**src/rtl/serial_adder_8bit_if.sv**
```systemverilog
// serial_adder_8bit_if: operand/result bundle for the bit-serial adder.
// master drives the request, slave returns the result.
interface serial_adder_8bit_if #(
  parameter int WIDTH = 8
);
  logic             start;
  logic [WIDTH-1:0] A;
  logic [WIDTH-1:0] B;
  logic             CarryIn;
  logic [WIDTH-1:0] Sum;
  logic             error;
  logic             busy;
  logic             done;

  modport master (
    output start, A, B, CarryIn,
    input  Sum, error, busy, done
  );

  modport slave (
    input  start, A, B, CarryIn,
    output Sum, error, busy, done
  );
endinterface

```
**src/rtl/serial_adder_8bit.sv**
```systemverilog
// serial_adder_8bit: one full-adder slice plus carry FF, LSB first.
// Sum fills from the MSB; error is the carry out of the top bit.
module serial_adder_8bit #(
  parameter int WIDTH = 8
) (
  input  logic             clk,
  input  logic             rst_n,
  serial_adder_8bit_if.slave bus
);
  localparam int CW = $clog2(WIDTH);

  typedef enum logic [1:0] {
    IDLE,
    RUN,
    DONE
  } st_t;

  st_t              st;
  logic [WIDTH-1:0] a_q;
  logic [WIDTH-1:0] b_q;
  logic             c_q;
  logic [CW-1:0]    cnt;
  logic [WIDTH-1:0] sum_q;
  logic             err_q;
  logic             busy_q;
  logic             done_q;

  logic s;
  logic cn;
  logic ld;
  logic last;

  // Full-adder slice on the current LSBs and the accept condition.
  always_comb begin
    s    = a_q[0] ^ b_q[0] ^ c_q;
    cn   = (a_q[0] & b_q[0]) | (c_q & (a_q[0] ^ b_q[0]));
    ld   = bus.start & ((st == IDLE) | (st == DONE));
    last = (cnt == CW'(WIDTH - 1));
  end

  // Control FSM with datapath; busy/done are registered with the state.
  always_ff @(posedge clk or negedge rst_n) begin
    if (!rst_n) begin
      st     <= IDLE;
      a_q    <= '0;
      b_q    <= '0;
      c_q    <= 1'b0;
      cnt    <= '0;
      sum_q  <= '0;
      err_q  <= 1'b0;
      busy_q <= 1'b0;
      done_q <= 1'b0;
    end else if (ld) begin
      st     <= RUN;
      a_q    <= bus.A;
      b_q    <= bus.B;
      c_q    <= bus.CarryIn;
      cnt    <= '0;
      sum_q  <= '0;
      err_q  <= 1'b0;
      busy_q <= 1'b1;
      done_q <= 1'b0;
    end else begin
      unique case (st)
        IDLE: begin
          busy_q <= 1'b0;
          done_q <= 1'b0;
        end
        RUN: begin
          sum_q <= {s, sum_q[WIDTH-1:1]};
          a_q   <= a_q >> 1;
          b_q   <= b_q >> 1;
          c_q   <= cn;
          cnt   <= cnt + CW'(1);
          if (last) begin
            err_q  <= cn;
            st     <= DONE;
            busy_q <= 1'b0;
            done_q <= 1'b1;
          end
        end
        DONE: begin
          st     <= IDLE;
          done_q <= 1'b0;
        end
        default: st <= IDLE;
      endcase
    end
  end

  assign bus.Sum   = sum_q;
  assign bus.error = err_q;
  assign bus.busy  = busy_q;
  assign bus.done  = done_q;
endmodule
```
**src/flat_wrapper.sv**
```systemverilog
// flat-port wrapper written by rule: the top's interface ports become plain ports
module serial_adder_8bit_flat 
#(
  parameter int WIDTH = 8
)
  (clk, rst_n, bus_start, bus_A, bus_B, bus_CarryIn, bus_Sum, bus_error, bus_busy, bus_done);
  serial_adder_8bit_if #(.WIDTH(WIDTH)) bus_i ();
  input  logic clk;
  input  logic rst_n;
  input wire logic [$bits(bus_i.start)-1:0] bus_start;
  input wire logic [$bits(bus_i.A)-1:0] bus_A;
  input wire logic [$bits(bus_i.B)-1:0] bus_B;
  input wire logic [$bits(bus_i.CarryIn)-1:0] bus_CarryIn;
  output wire logic [$bits(bus_i.Sum)-1:0] bus_Sum;
  output wire logic [$bits(bus_i.error)-1:0] bus_error;
  output wire logic [$bits(bus_i.busy)-1:0] bus_busy;
  output wire logic [$bits(bus_i.done)-1:0] bus_done;
  assign bus_i.start = bus_start;
  assign bus_i.A = bus_A;
  assign bus_i.B = bus_B;
  assign bus_i.CarryIn = bus_CarryIn;
  assign bus_Sum = bus_i.Sum;
  assign bus_error = bus_i.error;
  assign bus_busy = bus_i.busy;
  assign bus_done = bus_i.done;
  serial_adder_8bit #(.WIDTH(WIDTH)) u_core (.clk(clk), .rst_n(rst_n), .bus(bus_i));
endmodule
```
**config.mk**
```make
export PLATFORM = sky130hd
export DESIGN_NAME = serial_adder_8bit_flat
export DESIGN_NICKNAME = d
export VERILOG_FILES = /design/src/rtl/serial_adder_8bit_if.sv /design/src/rtl/serial_adder_8bit.sv /design/src/flat_wrapper.sv
export SDC_FILE = /design/constraint.sdc
export NUM_CORES = 1
export LEC_CHECK = 0
export ABC_AREA = 1
export BUFFER_PORTS_ARGS = -buffer_cell sky130_fd_sc_hd__buf_2
export CORE_MARGIN = 2
export CORE_UTILIZATION = 49
export CTS_CLUSTER_SIZE = 16
export DETAILED_ROUTE_END_ITERATION = 10
export HOLD_SLACK_MARGIN = 0.06
export PLACE_DENSITY = 0.74
export SYNTH_ARGS = -nofsm -noshare
export SYNTH_HDL_FRONTEND = slang
export SYNTH_SLANG_ARGS = --single-unit
```
**constraint.sdc**
```tcl
create_clock -name clk -period 1.1 [get_ports clk]
set_input_delay 0.055 -clock clk [delete_from_list [all_inputs] [get_ports clk]]
set_output_delay 0.055 -clock clk [all_outputs]
set_load 0.05 [all_outputs]
```
==> results.sh, run 1 <==
export IMPL_status="finished with violations"
export IMPL_violations="setup timing"
export IMPL_cp_num_cells=5
export IMPL_slowest_delay_ns=0.44
export IMPL_synth_top_area_share_pct=50.15
export IMPL_grt_pass1_wl_um=5851
export IMPL_core_area_mm2=0.003284
export IMPL_avgSynthCellArea_um2=8.274
export IMPL_cp_top_family="flip-flops"
export IMPL_ys_seq_area_share_pct=50.15
export IMPL_placed_cell_area_mm2=0.001887
export IMPL_start_util_pct=50.13
export IMPL_cts_root_buf="clkbuf_4"
export IMPL_routabilityCongestion=0.7822
export IMPL_worstSkewPairLatency_ns=0.33
export IMPL_finalInstanceArea_mm2=0.002325
export IMPL_dieArea_mm2=0.003840
export IMPL_synth_compound_area_share_pct=1.216
export IMPL_setup_viol=3
export IMPL_layout_commonest_cell="nand2_1"
export IMPL_whs_ns=0.07690
export IMPL_synth_simple_area_share_pct=34.35
export IMPL_wl_per_cell_um=12.90
export IMPL_comb_power_share_pct=56.8
export IMPL_layout_min_cycle_time_ns=1.131
export IMPL_maxClockFrequency_ghz=0.8842
export IMPL_end_kind="register"
export IMPL_boundaryPins=31
export IMPL_path_buf_inv=1
export IMPL_drc=0
export IMPL_synth_area_mux_share_pct=0
export IMPL_rsz0062_at_grt="yes"
export IMPL_worstSetupStartpointType="register"
export IMPL_worstPathCellList="buf_6, nor2_4, nand2_1, nand2_1, nand2_1"
export IMPL_pwr_share_seq_pct=32.7
export IMPL_die_width_um=61.97
export IMPL_cts_buffers_inserted=5
export IMPL_row_count=21
export IMPL_ff2ff_path_depth=5
export IMPL_synth_cell_types=17
export IMPL_p_clk_share_pct=10.5
export IMPL_synthCells=199
export IMPL_cts_max_level=2
export IMPL_switchingPower_w=0.003004
export IMPL_yosys_warnings=0
export IMPL_grt_ovfl_total=0
export IMPL_finalClockSkew_ns=0.01021
export IMPL_fill_cells=250
export IMPL_arrival_ns=1.36
export IMPL_max_slew_worst_pin_slew_ns=0.4197
export IMPL_ys_ff_latch=33
export IMPL_drt_initial_drc_count=64
export IMPL_drt_wl_total_um=3987
export IMPL_critical_path_class="reg -> reg"
export IMPL_reg2reg_from="u_core.st[0]"
export IMPL_syn_cell_area_mm2=0.001647
export IMPL_power_density_mw_per_mm2=2834
export IMPL_grt_max_degree=34
export IMPL_ir_drop_v=0.001709
export IMPL_syn_nets=222
export IMPL_synth_area_leaders="dfrtp_1 (50%), nand2_1 (18%), nand3_1 (13%), buf_6 (4.1%), inv_1 (3.9%)"
export IMPL_cts_max_path_buffers=2
export IMPL_dp_cells=278
export IMPL_crit_fanout=4
export IMPL_syn_to_final_growth_pct=41.19
export IMPL_slowest_stage="dfrtp_1"
export IMPL_ant_nets=0
export IMPL_post_route_period_util_pct=102.8
export IMPL_yosys_area_top_type="dfrtp_1"
export IMPL_synth_top_family_by_area="simple AND/OR/NAND/NOR gates"
export IMPL_slew_headroom_pct=72.02
export IMPL_final_cells=309
export IMPL_clock_sinks=33
export IMPL_fin_ws_ns=-0.03093
export IMPL_path_clk_slew_ns=0.10
export IMPL_drv_cap=0
export IMPL_drive_above_1_share_pct=30.04
export IMPL_required_ns=1.33
export IMPL_rrSetupSlack_ns=-0.03
export IMPL_sw_frac_of_total_pct=45.60
export IMPL_r2r_end="u_core.b_q[2]"
export IMPL_via_per_inst=4.841
export IMPL_hp_class="in -> reg"
export IMPL_antenna_cells=0
export IMPL_endpoint="u_core.b_q[2]"
export IMPL_synth_adder_area_share_pct=2.736
export IMPL_place_port_buffers=30
export IMPL_cts_tree="yes"
export IMPL_crit_top_cell="nand2_1"
export IMPL_drv_slew=0
export IMPL_hold_viol_final=0
export IMPL_cp_startpoint="u_core.st[0]"
export IMPL_die_h_um=61.97
export IMPL_grt_pass1_vias=1355
export IMPL_layout_common_cells="nand2_1 (77), nand3_1 (37), dfrtp_1 (33)"
export IMPL_antenna_found_initial=0
export IMPL_synth_xor_area_share_pct=0
export IMPL_nets=286
export IMPL_hpwlAfterDp_um=2220
export IMPL_p_int_w=0.003585
export IMPL_worstHoldStart="bus_start"
export IMPL_vias=1496
export IMPL_dr_pass1_iters=4
export IMPL_p_leak_nw=1.268
export IMPL_gr_usage_all_layers_pct=21.19
[power by group through the flow]
stage / Clock [W] / Sequential (W) / Combinational [W]
6_report: 0.000695 / 0.00215 / 0.00374
5_1_grt: 0.000755 / 0.00222 / 0.00409
4_1_cts: 0.000706 / 0.00210 / 0.00320
3_5_place_dp: 0 / 0.00212 / 0.00309
3_3_place_gp: 0 / 0.00211 / 0.00304
2_1_floorplan: 0 / 0.00267 / 0.00178
[cells in the mapped netlist]
| cell type | n |
|---|---|
| o21ai_1 | 3 |
| nand4_1 | 1 |
| nor2_8 | 1 |
| buf_4 | 2 |
| ha_1 | 2 |
| inv_4 | 1 |
| nand3_1 | 44 |
| inv_2 | 2 |
| buf_6 | 6 |
| o21ai_0 | 1 |
| buf_8 | 1 |
| dfrtp_1 | 33 |
| buf_2 | 3 |
| nand2_1 | 79 |
| fa_1 | 1 |
| inv_1 | 17 |
| nand2_4 | 2 |
[flip-flops by register name, indices dropped and copies added (netlist names)]
name	flops
u_core.a_q	8
u_core.b_q	8
u_core.bus.Sum	8
u_core.bus.busy	1
u_core.bus.done	1
u_core.bus.error	1
u_core.c_q	1
u_core.cnt	3
u_core.st	2
[worst min-delay path, delay by kind of cell]
kind / cells / cell delay [ns]
and+or+nand+nor: 2 / 0.17
buffers and inverters: 1 / 0.14
[cells by family after synthesis]
kind of cell    after synthesis
fa+ha+maj                     3
flops                        33
compound gates                4
simple gates                127
buf+inv                      32
[worst min-delay path by stage]
| stage | endpoint | slack [ns] | cells past startpoint |
|---|---|---|---|
| CTS | u_core.bus.busy | 0.09 | 3 |
| detailed placement | u_core.bus.Sum[5] | 0.11 | 2 |
| finish | u_core.bus.busy | 0.08 | 3 |
| global route | u_core.bus.busy | 0.08 | 3 |
| floorplan | u_core.a_q[0] | -0.24 | 0 |
| global placement | u_core.bus.Sum[7] | 0.11 | 2 |
[area by class of cell]
type	instances	area, um^2	share of cell area (%)
Sequential cell	33	825.8	35.52
Multi-Input combinational cell	136	739.5	31.81
Timing Repair Buffer	67	569.3	24.49
Inverter	20	77.57	3.337
Tap cell	46	57.56	2.476
Clock buffer	7	55.05	2.368
[stage by stage]
| step | utilization, % | setup TNS, ns | worst slack (ns) | power (W) |
|---|---|---|---|---|
| 5_1_grt | 70.78 | -0.5200 | -0.06456 | 0.007063 |
| 2_1_floorplan | - | 0 | 0.02024 | 0.004450 |
| 4_1_cts | 65.22 | -0.02577 | -0.02577 | 0.006007 |
| 3_5_place_dp | 57.45 | -0.1014 | -0.02387 | 0.005208 |
| 6_report | 70.78 | -0.07745 | -0.03093 | 0.006589 |
| 3_3_place_gp | 57.45 | -0.002484 | -0.002484 | 0.005144 |
[metal layers]
metal / track usage (%) / vias up / part of all wire (%) / wire length, um
met5: 0 / - / 0 / 0
met4: 9.119 / 0 / 1.6 / 65
met3: 4.348 / 6 / 3.7 / 149
met2: 34.67 / 37 / 49 / 1971
met1: 27.28 / 700 / 45 / 1800
li1: - / 753 / - / -
[what timing repair did]
action / in CTS / in global routing
setup endpoints to repair: 17 / 21
cloned: 1 / 3
pin swaps: 2 / 14
gates resized for setup: 5 / 24
hold endpoints to repair: 50 / 0
setup buffers: 0 / 2
hold buffers: 18 / 0
No activity file was read; power rests on OpenSTA's default activity.
==> run 2, diff against run 1 <==
- CELL_PAD_IN_SITES_DETAIL_PLACEMENT: default -> 0
- CELL_PAD_IN_SITES_GLOBAL_PLACEMENT: default -> 2
- CORE_UTILIZATION: 49 -> 29
==> results.sh, run 2 (same netlist as run 1, synthesis figures left out) <==
export IMPL_status="finished with violations"
export IMPL_violations="setup timing"
export IMPL_ant_nets=0
export IMPL_routabilityCongestion=0.7019
export IMPL_finalInstanceArea_mm2=0.002502
export IMPL_path_clk_slew_ns=0.06
export IMPL_dieArea_mm2=0.006296
export IMPL_die_h_um=79.35
export IMPL_grt_ovfl_total=0
export IMPL_clock_sinks=33
export IMPL_cts_tree="yes"
export IMPL_post_route_period_util_pct=102.7
export IMPL_hold_viol_final=0
export IMPL_maxClockFrequency_ghz=0.8854
export IMPL_drt_initial_drc_count=26
export IMPL_placed_cell_area_mm2=0.001922
export IMPL_drv_cap=0
export IMPL_ir_drop_v=0.001043
export IMPL_grt_pass1_vias=1370
export IMPL_required_ns=1.27
export IMPL_dr_pass1_iters=3
export IMPL_antenna_cells=0
export IMPL_crit_fanout=8
export IMPL_layout_min_cycle_time_ns=1.129
export IMPL_worstSkewPairLatency_ns=0.28
export IMPL_boundaryPins=31
export IMPL_cts_max_level=2
export IMPL_place_port_buffers=30
export IMPL_fin_ws_ns=-0.02946
export IMPL_drv_slew=0
export IMPL_final_core_util_pct=45.44
export IMPL_setup_viol=15
export IMPL_p_leak_nw=1.314
export IMPL_end_kind="register"
export IMPL_drive_above_1_share_pct=42.15
export IMPL_slew_headroom_pct=70.24
export IMPL_finalClockSkew_ns=0.003774
export IMPL_dp_cells=301
export IMPL_start_util_pct=29.90
export IMPL_nets=284
export IMPL_arrival_ns=1.30
export IMPL_rsz0062_at_grt="yes"
export IMPL_layout_common_cells="nand2_1 (65), dfrtp_1 (32), buf_2 (30)"
export IMPL_drc=0
export IMPL_power_density_mw_per_mm2=2817
export IMPL_row_count=27
export IMPL_critical_path_class="reg -> reg"
export IMPL_drt_wl_total_um=4108
export IMPL_vias=1459
export IMPL_hp_class="in -> reg"
export IMPL_core_area_mm2=0.005507
export IMPL_cts_root_buf="clkbuf_8"
export IMPL_grt_pass1_wl_um=6361
export IMPL_syn_to_final_growth_pct=51.98
export IMPL_wl_per_cell_um=12.34
export IMPL_gr_usage_all_layers_pct=13.11
export IMPL_grt_max_degree=34
export IMPL_cts_max_path_buffers=2
export IMPL_via_per_inst=4.381
export IMPL_worstSetupStartpointType="register"
export IMPL_whs_ns=0.07743
export IMPL_layout_commonest_cell="nand2_1"
export IMPL_final_cells=333
export IMPL_max_slew_worst_pin_slew_ns=0.4464
export IMPL_die_width_um=79.35
export IMPL_hpwlAfterDp_um=2434
export IMPL_antenna_found_initial=0
export IMPL_cts_buffers_inserted=5
run 2: area by class of cell:
cell class | instances | area [um^2]
tap | 72 | 90.09
fill | 565 | 3004
timing repair buffer | 66 | 554.3
clock buffer | 7 | 86.33
multi-input combinational | 135 | 864.6
sequential | 33 | 827.0
inverter | 20 | 80.08
run 2: metrics by stage:
| stage | setup TNS [ns] | total power [W] | setup WS (ns) |
|---|---|---|---|
| 5_1_grt | -1.167 | 0.007607 | -0.08361 |
| 6_report | -0.2001 | 0.007050 | -0.02946 |
| 4_1_cts | -0.02576 | 0.006350 | -0.01844 |
| 2_1_floorplan | 0 | 0.004450 | 0.02024 |
| 3_3_place_gp | -1.185 | 0.005267 | -0.08357 |
| 3_5_place_dp | -1.148 | 0.005286 | -0.08760 |
run 2: critical path, cell delays in order, from the launching register on:
cell	delay, ns
dfrtp_2	0.49
inv_4	0.14
nand2_8	0.09
clkbuf_16	0.19
nand3_2	0.06
nand3_2	0.05
run 2: what timing repair did:
item                                    in CTS  in global routing
hold buffers                                15                  0
cloned                                       0                  3
endpoints found under the hold margin       47                  0
pin swaps                                    2                 23
endpoints found under the setup margin      31                 29
gates resized for setup                      6                 50
setup buffers                                1                  6
run 2: path summary, 6_finish.rpt:
| check | start | endpoint | slack (ns) | cells past startpoint |
|---|---|---|---|---|
| max | u_core.st[0] | u_core.b_q[0] | -0.03 | 5 |
| min | bus_B[6] | u_core.b_q[6] | 0.08 | 5 |
| max reg2reg | u_core.st[0] | u_core.b_q[0] | -0.03 | 5 |
| min reg2reg | u_core.bus.done | u_core.bus.done | 0.50 | 2 |
| max in group asynchronous | rst_n | u_core.st[0] | 0.42 | 3 |
| min in group asynchronous | rst_n | u_core.bus.Sum[1] | 0.34 | 3 |
run 2: layer usage:
metal	wire, um	vias up	track usage (%)
met5	0	-	0
met4	29	0	4.138
met3	139	4	3.295
met2	1950	22	20.34
met1	1988	685	17.95
li1	-	748	-
run 2: where the power goes:
part / leakage, nW / switching, W / internal (W)
registers: 0.413 / 0.000436 / 0.00179
logic: 0.856 / 0.00235 / 0.00156
clock network: 0.0443 / 0.000412 / 0.000496
total: 1.31 / 0.00320 / 0.00385
